==> src/rtl/riscv_pkg.sv <==
// Shared RV32 definitions: datapath width, M-extension funct3 encodings and
// the multiply/divide sequencer state type.
package riscv_pkg;

  localparam int XLEN  = 32;
  localparam int ITERS = XLEN;

  typedef enum logic [2:0] {
    F3_MUL    = 3'b000,
    F3_MULH   = 3'b001,
    F3_MULHSU = 3'b010,
    F3_MULHU  = 3'b011,
    F3_DIV    = 3'b100,
    F3_DIVU   = 3'b101,
    F3_REM    = 3'b110,
    F3_REMU   = 3'b111
  } m_funct3_e;

  typedef enum logic [1:0] {
    MD_IDLE,
    MD_CALC,
    MD_FIX,
    MD_DONE
  } muldiv_state_e;

  function automatic logic f3_is_div(input m_funct3_e f);
    return f[2];
  endfunction

  function automatic logic f3_is_rem(input m_funct3_e f);
    return f inside {F3_REM, F3_REMU};
  endfunction

endpackage

==> src/rtl/ex_muldiv_unit.sv <==
// Iterative RV32M multiply/divide unit for the EX stage: shift-add multiply and
// restoring divide on operand magnitudes, sign fix-up at the end, stall while busy.
module ex_muldiv_unit #(
  parameter int XLEN  = 32,
  parameter int ITERS = 32
) (
  input  logic            clk,
  input  logic            rst,
  input  logic            start,
  input  logic [2:0]      op,
  input  logic [XLEN-1:0] rs1_val,
  input  logic [XLEN-1:0] rs2_val,
  input  logic [4:0]      rd_in,
  input  logic            flush,
  output logic            busy,
  output logic            stall_req,
  output logic            done,
  output logic [XLEN-1:0] result,
  output logic [4:0]      rd_out
);
  import riscv_pkg::*;

  localparam logic [XLEN-1:0] INT_MIN = {1'b1, {(XLEN-1){1'b0}}};

  muldiv_state_e     r_state, w_next_state;
  logic [5:0]        r_cnt;
  m_funct3_e         r_op;
  logic [XLEN-1:0]   r_mag_a, r_mag_b;
  logic              r_sa, r_sb;
  logic [4:0]        r_rd;
  logic [2*XLEN-1:0] r_acc;
  logic [XLEN-1:0]   r_result;
  logic [4:0]        r_rd_out;

  m_funct3_e         w_op;
  logic              w_sa, w_sb, w_accept, w_special, w_div_zero, w_overflow;
  logic [XLEN:0]     w_ext_a, w_ext_b;
  logic [XLEN-1:0]   w_abs_a, w_abs_b, w_special_result;
  logic [XLEN:0]     w_mul_sum, w_div_shift, w_div_diff;
  logic              w_qbit;
  logic [2*XLEN-1:0] w_mul_next, w_div_next, w_prod;
  logic [XLEN-1:0]   w_quot, w_rem, w_fix_result;

  // Operand decode: which operands are signed, and their 33-bit magnitudes so
  // that |INT_MIN| is representable.
  assign w_op     = m_funct3_e'(op);
  assign w_sa     = !(w_op inside {F3_MULHU, F3_DIVU, F3_REMU}) & rs1_val[XLEN-1];
  assign w_sb     = (w_op inside {F3_MUL, F3_MULH, F3_DIV, F3_REM}) & rs2_val[XLEN-1];
  assign w_ext_a  = {w_sa, rs1_val};
  assign w_ext_b  = {w_sb, rs2_val};
  assign w_abs_a  = XLEN'(w_sa ? -w_ext_a : w_ext_a);
  assign w_abs_b  = XLEN'(w_sb ? -w_ext_b : w_ext_b);

  assign w_accept   = (r_state == MD_IDLE) & start & ~flush;
  assign w_div_zero = (rs2_val == '0);
  assign w_overflow = (w_op inside {F3_DIV, F3_REM}) & (rs1_val == INT_MIN) & (rs2_val == '1);
  assign w_special  = f3_is_div(w_op) & (w_div_zero | w_overflow);

  always_comb begin
    w_special_result = '0;
    if (w_div_zero)
      w_special_result = f3_is_rem(w_op) ? rs1_val : '1;
    else if (!f3_is_rem(w_op))
      w_special_result = INT_MIN;
  end

  // One multiply step: add multiplicand if multiplier LSB set, shift right.
  assign w_mul_sum  = {1'b0, r_acc[2*XLEN-1:XLEN]} + (r_acc[0] ? {1'b0, r_mag_a} : '0);
  assign w_mul_next = {w_mul_sum, r_acc[XLEN-1:1]};

  // One restoring-divide step on {remainder, quotient}.
  assign w_div_shift = r_acc[2*XLEN-1:XLEN-1];
  assign w_div_diff  = w_div_shift - {1'b0, r_mag_b};
  assign w_qbit      = ~w_div_diff[XLEN];
  assign w_div_next  = {w_qbit ? w_div_diff[XLEN-1:0] : w_div_shift[XLEN-1:0],
                        r_acc[XLEN-2:0], w_qbit};

  assign w_prod = (r_sa ^ r_sb) ? -r_acc : r_acc;
  assign w_quot = (r_sa ^ r_sb) ? -r_acc[XLEN-1:0] : r_acc[XLEN-1:0];
  assign w_rem  = r_sa ? -r_acc[2*XLEN-1:XLEN] : r_acc[2*XLEN-1:XLEN];

  always_comb begin
    unique case (r_op)
      F3_MUL:                       w_fix_result = w_prod[XLEN-1:0];
      F3_MULH, F3_MULHSU, F3_MULHU: w_fix_result = w_prod[2*XLEN-1:XLEN];
      F3_DIV, F3_DIVU:              w_fix_result = w_quot;
      default:                      w_fix_result = w_rem;
    endcase
  end

  // NOTE: every combinational output gets a default first so no path infers a latch.
  always_comb begin
    w_next_state = r_state;
    unique case (r_state)
      MD_IDLE: if (w_accept) w_next_state = w_special ? MD_DONE : MD_CALC;
      MD_CALC: if (flush) w_next_state = MD_IDLE;
               else if (r_cnt == 6'(ITERS-1)) w_next_state = MD_FIX;
      MD_FIX:  w_next_state = flush ? MD_IDLE : MD_DONE;
      MD_DONE: w_next_state = MD_IDLE;
      default: w_next_state = MD_IDLE;
    endcase
  end

  // NOTE: state is updated with non-blocking assignments so every register
  // samples values from before the edge, regardless of statement order.
  always_ff @(posedge clk or posedge rst) begin
    if (rst) begin
      r_state  <= MD_IDLE;
      r_cnt    <= '0;
      r_op     <= F3_MUL;
      r_mag_a  <= '0;
      r_mag_b  <= '0;
      r_sa     <= 1'b0;
      r_sb     <= 1'b0;
      r_rd     <= '0;
      r_acc    <= '0;
      r_result <= '0;
      r_rd_out <= '0;
    end else begin
      r_state <= w_next_state;
      unique case (r_state)
        MD_IDLE: if (w_accept) begin
          r_op    <= w_op;
          r_mag_a <= w_abs_a;
          r_mag_b <= w_abs_b;
          r_sa    <= w_sa;
          r_sb    <= w_sb;
          r_rd    <= rd_in;
          r_cnt   <= '0;
          r_acc   <= {{XLEN{1'b0}}, f3_is_div(w_op) ? w_abs_a : w_abs_b};
          if (w_special) begin
            r_result <= w_special_result;
            r_rd_out <= rd_in;
          end
        end
        MD_CALC: if (!flush) begin
          r_acc <= f3_is_div(r_op) ? w_div_next : w_mul_next;
          r_cnt <= r_cnt + 6'd1;
        end
        MD_FIX: if (!flush) begin
          r_result <= w_fix_result;
          r_rd_out <= r_rd;
        end
        default: ;
      endcase
    end
  end

  assign busy      = (r_state != MD_IDLE);
  assign stall_req = w_accept | (r_state == MD_CALC) | (r_state == MD_FIX);
  assign done      = (r_state == MD_DONE);
  assign result    = r_result;
  assign rd_out    = r_rd_out;

endmodule
==> config.mk <==
export PLATFORM = sky130hd
export DESIGN_NAME = ex_muldiv_unit
export DESIGN_NICKNAME = d
export VERILOG_FILES = /design/src/rtl/riscv_pkg.sv /design/src/rtl/ex_muldiv_unit.sv
export SDC_FILE = /design/constraint.sdc
export NUM_CORES = 1
export LEC_CHECK = 0
export CAP_MARGIN = 0
export CORE_ASPECT_RATIO = 0.5
export CORE_MARGIN = 1
export CORE_UTILIZATION = 52
export CTS_CLUSTER_SIZE = 40
export DETAILED_ROUTE_END_ITERATION = 6
export PLACE_DENSITY = 0.84
export SYNTH_ARGS = -nofsm -noshare
export SYNTH_HDL_FRONTEND = slang
export SYNTH_SLANG_ARGS = --single-unit
==> constraint.sdc <==
create_clock -name clk -period 9.7 [get_ports clk]
set_input_delay 2.91 -clock clk [delete_from_list [all_inputs] [get_ports clk]]
set_output_delay 2.91 -clock clk [all_outputs]
set_load 0.02 [all_outputs]
* Yosys cells after proc, flatten, opt, wreduce, memory -nomap -nowiden
Cells that the tools add are included.
Word-level totals: bits in registers 183, logic and storage cells 105
Operators by class: add/subtract/negate cells 8, eq/ne operators 22, mux-type cells 33, bitwise operators 13, reduce and logical (&&, ||, !) cells 18
Operators by type and width (number):
- 2-to-1 mux 32 bit | 13
- 2-to-1 mux 64 bit | 4
- negator 32 bit | 4
- one-hot mux 64 bit (2 select lines) | 1
- one-hot mux 32 bit (3 select lines) | 1
- equality test 32 bit (second input constant) | 2
- negator 64 bit | 1
- one-hot mux 32 bit (2 select lines) | 1
- adder 32 x 32 -> 33 bit | 1
- subtractor 33 x 32 -> 33 bit | 1
- logical NOT 32 bit | 1
- equality test 3 bit (second input constant) | 6
- 2-to-1 mux 5 bit | 3
- 2-to-1 mux 6 bit | 2
- one-hot mux 6 bit (2 select lines) | 1
- 2-to-1 mux 2 bit | 5
- one-hot mux 5 bit (2 select lines) | 1
- nonzero test 2 bit | 5
- equality test 3 x 2 -> 1 bit (second input constant) | 3
- inequality test 2 bit (second input constant) | 4
- one-hot mux 2 bit (4 select lines) | 1
- bitwise AND 1 bit | 7
- adder 6 x 1 -> 6 bit (second input constant) | 1
- equality test 3 x 1 -> 1 bit (second input constant) | 2
- 17 further kinds | 23

* Logic depth before layout (Yosys ltp)
Gate-level depths: netlist of run 1.
word-level depth 9, gate-level depth with buffers 16, mapped depth without buffers 14

* Worst setup path before layout of run 1
OpenSTA, ideal clock, no wires.
path kind input port to output port, from in flush, to out stall_req, arrival 3.991 ns, required time 6.790 ns, path slack 2.799 ns, stages on the path 5, path through nor2_1 -> nand3b_1 -> clkbuf_1 -> clkbuf_1 -> nand3_1
Between the ends: cells in the longest elaborated chain, start to end 4
Ends and longest elaborated chain:
- start: declaration | RTL line ex_muldiv_unit.sv:14 | input logic flush,
- NOT 1 bit | RTL line ex_muldiv_unit.sv:54 | assign w_accept = (r_state == MD_IDLE) & start & ~flush;
- bitwise AND 1 bit | RTL line ex_muldiv_unit.sv:54
- OR 1 bit (2 in series) | RTL line ex_muldiv_unit.sv:150 | assign stall_req = w_accept | (r_state == MD_CALC) | (r_state == MD_FIX);
- end: declaration | RTL line ex_muldiv_unit.sv:16 | output logic stall_req,
No other way between the ends.

* Final worst setup path of run 1
Same ends and word-level chain as after synthesis.

==> results of run 1 <==
==> critical path: stages <==
cell and delay [ns]:
clkdlybuf4s50_1 0.40, buf_4 0.19, nor2_1 0.21, nand3b_1 0.13, nand3_1 0.13, clkdlybuf4s50_1 0.65
==> cell families after synthesis <==
family                     Yosys count
and+or+nand+nor                    686
AOI/OAI and AO/OA                  653
xor gates and xnor gates           206
buffers and inverters              201
DFF                                183
adders and majority gates           72
muxes                               67
==> per-stage QoR <==
step / worst slack [ns] / instances / instance area (µm²)
2_1_floorplan: 1.82 / 2068 / 16000
3_3_place_gp: 2.20 / 2455 / 17300
3_5_place_dp: 2.19 / 2455 / 17300
4_1_cts: 2.17 / 2485 / 17900
5_1_grt: 2.07 / 2485 / 17900
6_report: 2.16 / 2485 / 17900
==> final cells by class <==
class	count	area (µm²)	area share [%]
inverter	59	229	1.28
clock buffer	23	488	2.73
timing repair buffer	138	1320	7.40
clock inverter	7	120	0.671
multi-input combinational	1684	10700	59.6
sequential	183	4580	25.6
tap	391	489	2.73
==> worst max-delay path by stage <==
stage,from,to,slack (ns),cells past startpoint
floorplan,rst,r_acc[0]$_DFFE_PP0P_,1.82,1
global placement,flush,stall_req,2.20,6
detailed placement,flush,stall_req,2.19,6
CTS,flush,stall_req,2.17,6
global route,flush,stall_req,2.07,6
finish,flush,stall_req,2.16,6
==> cells in the mapped netlist, drive strengths merged (6+ instances only) <==
library cell and count:
nand2 247, o21ai 218, a21oi 199, nor2 184, dfrtp 183, clkbuf 122
xor2 114, xnor2 92, ha 70, nor3 70, mux2i 59, inv 58
and2 40, a31oi 30, a21o 29, nand3 29, o31ai 25, nand2b 22
o22ai 21, buf 20, nand4 18, or3 17, o211ai 16, a22oi 14
o41ai 14, nor2b 13, a222oi 11, nor4 10, or4 9, a211oi 8
a221o 8, mux2 8, o22a 7, o21bai 6
==> registers in the layout, summed over array words and instances, names as in the netlist, 2 cells and up <==
name     count
r_acc       64
r_mag_a     32
r_mag_b     32
result      32
r_cnt        6
r_rd         5
rd_out       5
r_op         3
r_state      2
==> layer usage <==
layer	routed length [µm]	global-route usage (%)	up-vias
li1	-	-	7409
met1	23800	51.1	7785
met2	22300	48.7	1095
met3	9000	14.4	106
met4	1230	10.0	2
met5	8	0	-
==> where the power goes <==
group | switching, W | leakage, nW | internal [W]
clock | 0.000318 | 0.295 | 0.000431
combinational | 0.00163 | 4.93 | 0.00108
sequential | 0.000409 | 2.33 | 0.000926
==> flow_summary.yaml, run 1 <==
run_status:
  status: "finished with violations"
  violations: "DRC"
clock_network:
  post_cts_buffers: 0
  cts.path.max_buffers: 2
  numCtsBuffers: 17
  cts_num_sinks: 183
  cts_max_level: 4
  clock-root-buffer: "clkbuf_16"
  clk_pin_slew_worst_paths_ns: 0.06
  tritoncts: "built"
  clk_latency_ns: 0.46
  cts_resized: 0
  hold_buffers: 0
cells_and_area:
  final_net_count: 2231
  drive_above_1_share_pct: 4.78
  area_delta_synth_final_pct: 11.9
  mostFrequentLayoutCell: "nand2_1"
  fillers: 2585
  fin_util_pct: 60.4
  diodes: 0
  final_cell_mix: "nand2_1, a21oi_1, o21ai_0, dfrtp_1, nor2_1"
detailed_routing:
  viasPerCell: 6.60
  dr.pass1.iters: 7
  drc: 9
  num_vias: 16400
  wl_per_cell_um: 22.7
  wirelength_um: 56300
  drt_iter0_markers: 2272
  ant_nets: 0
critical_path:
  required_ns: 6.79
  rr_endpoint: "r_acc[48]$_DFFE_PP0P_"
  crit_path_end_kind: "output pin"
  setup.worst_path.start_class: "primary input"
  worstPathArrival_ns: 4.63
  cp_max_fo: 11
  critPathKind: "primary input to output pin"
  r2r_cells: 14
  reg2reg_slack_ns: 4.81
  reg2reg_from: "r_acc[31]$_DFFE_PP0P_"
flow_run:
  maxCapViolCount: 0
grt:
  track_usage_pct: 35.6
  antenna_found_initial: 3
  grt_pass1_wl_um: 86300
  gr-total-overflow: 0
  grt_pass1_vias: 14900
  grt_max_degree: 109
synthesis:
  synth_top_family_by_area: "compound AO/OA/AOI/OAI gates"
  synthTopCellsByArea: "dfrtp_1, xor2_1, a21oi_1"
  synthArstFlopShare_pct: 100
  yosys.area_share.simple_pct: 20.4
  yosysTopAreaCell: "dfrtp_1"
  synthFlopType: "dfrtp_1"
  syn_area_um2: 16000
  synthCells: 2068
  synthAdderAreaFrac_pct: 5.73
  synth_top_area_share_pct: 28.6
  ys_seq_elements: 183
  yosysUniqueCellTypes: 76
  synth_edf_count: 0
  synth_xor_xnor_area_share_pct: 11.3
  synth-compound-area-share_pct: 24.6
  yosysWarnings: 0
  avgSynthCellArea_um2: 7.73
  muxShareOfSynthArea_pct: 4.37
  syn-num-nets: 2216
  seq_area_frac_synth_pct: 28.6
timing:
  setup_tns_ns: 0
  hold_viol: 0
  post-route-period-util_pct: 77.7
  holdWs_ns: 0.474
  setup_viol: 0
  fin_crit_ns: 7.54
  maxSlewViolCount: 0
  worst_pin_slew_ns: 1.42
  skew_ns: 0.0104
  fmax_mhz: 133
  rsz0062_at_grt: "false"
  slew_headroom_pct: 4.04
placement:
  dp_hpwl_um: 41100
  gp_congestion: 1.06
  placement.io_buffers: 115
floorplanning:
  dieArea_um2: 31500
  io_pins: 116
  start_util_pct: 54.0
  rows: 44
  die_h_um: 126
  die_w_um: 250
  coreArea_um2: 29600
power:
  ir_drop_mv: 0.158
  power_leakage_nw: 7.55
  finalPower_w: 0.00479
  power_density_nw_per_um2: 268
min_path:
  hold_depth: 2
  hp-class: "register to register"
  holdPathEnd: "r_rd[2]$_DFFE_PP0P_"
  hp-start: "r_rd[2]$_DFFE_PP0P_"
Note: power is estimated with default switching activity, not from simulation.
==> inputs of run 2 (changes only) <==
--- a/config.mk
+++ b/config.mk
@@ -11,7 +11,7 @@
 export CORE_UTILIZATION = 52
 export CTS_CLUSTER_SIZE = 40
 export DETAILED_ROUTE_END_ITERATION = 6
-export PLACE_DENSITY = 0.84
+export PLACE_DENSITY = 0.87
 export SYNTH_ARGS = -nofsm -noshare
 export SYNTH_HDL_FRONTEND = slang
 export SYNTH_SLANG_ARGS = --single-unit
==> constraint.sdc (replaced) <==
create_clock -name clk -period 6.54 [get_ports clk]
set_input_delay 1.962 -clock clk [delete_from_list [all_inputs] [get_ports clk]]
set_output_delay 1.962 -clock clk [all_outputs]
set_load 0.02 [all_outputs]
==> run 2 against run 1 <==
  * Worst setup slack got worse by 1.3 ns
  * Clock-buffer cell count is 4 lower
  * Non-clock buffer count is 9 higher
  * The flow still finishes with violations (DRC)
  * Global-route usage fell by 0.20 points
  * Highest routed layer unchanged
  * Via count up 1.1%
==> flow_summary.yaml, run 2 (same netlist as run 1, synthesis figures left out) <==
floorplanning:
  coreArea_um2: 29600
  rows: 44
  io_pins: 116
  dieArea_um2: 31500
  die_h_um: 126
  die_w_um: 250
  start_util_pct: 54.0
grt:
  met2_usage_pct: 48.1
  gr-total-overflow: 0
  grt_pass1_wl_um: 86500
  met1_usage_pct: 50.1
  use_met3_pct: 15.9
  grt-busiest-layer: "met1"
  antenna_found_initial: 2
  grt_pass1_vias: 15100
  track_usage_pct: 35.4
  grt_max_degree: 168
critical_path:
  setup.worst_path.start_class: "primary input"
  crit_chain: "clkdlybuf4s50_1 -> or4_4 -> or4_4 -> or4_4 -> or4b_4 -> o21ai_1 -> a31oi_1 -> nand2b_2 -> buf_4 -> nor3_2 -> a21oi_1 -> o21ai_1"
  critPathLaunch: "rs1_val[11]"
  worstPathArrival_ns: 6.02
  reg2reg_from: "r_acc[31]$_DFFE_PP0P_"
  cp_max_fo: 69
  rr_endpoint: "r_acc[52]$_DFFE_PP0P_"
  slowest_delay_ns: 0.59
  r2r_cells: 13
  reg2reg_slack_ns: 1.60
  cpMostUsedCell: "or4_4"
  crit_path_end_kind: "register"
  critical_path.slowest_cell: "or4_4"
  required_ns: 6.93
  critPathKind: "primary input to register"
clock_network:
  cts.path.max_buffers: 2
  clk_latency_ns: 0.47
  numCtsBuffers: 17
  clk_pin_slew_worst_paths_ns: 0.08
  cts_num_sinks: 183
  post_cts_buffers: 0
  hold_buffers: 0
  cts_max_level: 4
  cts_resized: 0
  clock-root-buffer: "clkbuf_16"
  tritoncts: "built"
run_status:
  status: "finished with violations"
  violations: "DRC"
power:
  power_leakage_nw: 7.57
  power_density_nw_per_um2: 396
  ir_drop_mv: 0.240
timing:
  skew_ns: 0.0129
  setup_viol: 0
  hold_viol: 0
  slew_headroom_pct: 23.8
  setup_tns_ns: 0
  fin_crit_ns: 5.63
  worst_pin_slew_ns: 1.13
  rsz0062_at_grt: "false"
  post-route-period-util_pct: 86.1
  fmax_mhz: 178
  maxSlewViolCount: 0
  holdWs_ns: 0.471
detailed_routing:
  viasPerCell: 6.64
  drt_iter0_markers: 2787
  dr.pass1.iters: 7
  num_vias: 16600
  wirelength_um: 56000
  wl_per_cell_um: 22.4
  ant_nets: 0
  drc: 36
placement:
  gp_congestion: 1.01
  dp_hpwl_um: 40700
  placement.io_buffers: 115
min_path:
  holdPathEnd: "r_mag_a[31]$_DFFE_PP0P_"
  hp-start: "r_mag_a[31]$_DFFE_PP0P_"
  hold_depth: 2
  hp-class: "register to register"
flow_run:
  maxCapViolCount: 0
cells_and_area:
  area_delta_synth_final_pct: 12.3
  mostFrequentLayoutCell: "nand2_1"
  drive_above_1_share_pct: 5.27
  final_cell_mix: "nand2_1, a21oi_1, o21ai_0, dfrtp_1, nor2_1"
  top_register: "r_acc"
  final_net_count: 2240
  largest_reg_flops: 64
  fillers: 2511
## run 2: cell count changes in the layout (fill, tap and decap cells not counted), moves of 2 or more
cell,before,now
clkbuf_8,4,1
buf_4,23,31
inv_6,0,5
clkinvlp_4,1,4
diode_2,0,3
bufinv_16,3,1
## run 2: how the worst max path moves through the flow
stage | slack, ns | cells after the start | end
detailed placement | 0.49 | 12 | result[29]$_DFFE_PP0P_
floorplan | 1.54 | 5 | stall_req
global route | 0.82 | 12 | result[29]$_DFFE_PP0P_
finish | 0.91 | 12 | result[29]$_DFFE_PP0P_
global placement | 0.62 | 10 | result[15]$_DFFE_PP0P_
CTS | 1.01 | 12 | result[29]$_DFFE_PP0P_
## run 2: where the power goes
group / internal [W] / switching, W / total [W]
Clock: 0.000547 / 0.000529 / 0.00108
Sequential: 0.00137 / 0.000597 / 0.00197
Combinational: 0.00161 / 0.00244 / 0.00406
Total: 0.00353 / 0.00357 / 0.00711
## run 2: layer usage
| layer | routed length, µm | up-vias |
|---|---|---|
| met5 | 9 | - |
| met4 | 1700 | 2 |
| met3 | 9200 | 187 |
| met2 | 21900 | 1130 |
| met1 | 23200 | 7829 |
| li1 | - | 7435 |
## run 2: cell type report
type / instances / area (µm²) / area share, %
diodes: 3 / 7.51 / 0.0418
clock buffers: 19 / 443 / 2.47
clock inverters: 13 / 136 / 0.760
inverters: 59 / 225 / 1.25
multi-input cells: 1684 / 10700 / 59.4
flip-flops and latches: 183 / 4580 / 25.5
well taps: 391 / 489 / 2.73
repair buffers: 147 / 1400 / 7.82
## run 2: per-stage QoR
stage	setup slack, ns	total power [W]	cell area (µm²)	utilization (%)	instances
after floorplan	1.54	0.00469	16000	-	2068
after global placement	0.618	0.00570	17400	58.6	2464
after detailed placement	0.494	0.00579	17400	58.6	2464
after CTS	1.01	0.00689	17900	60.6	2496
after global routing	0.821	0.00750	17900	60.6	2496
final	0.911	0.00711	18000	60.6	2499
## run 2: critical path, delay by kind of cell
kind            cells  cell delay, ns
compound gates      4            0.63
buf+inv             2            0.85
simple gates        6            2.53
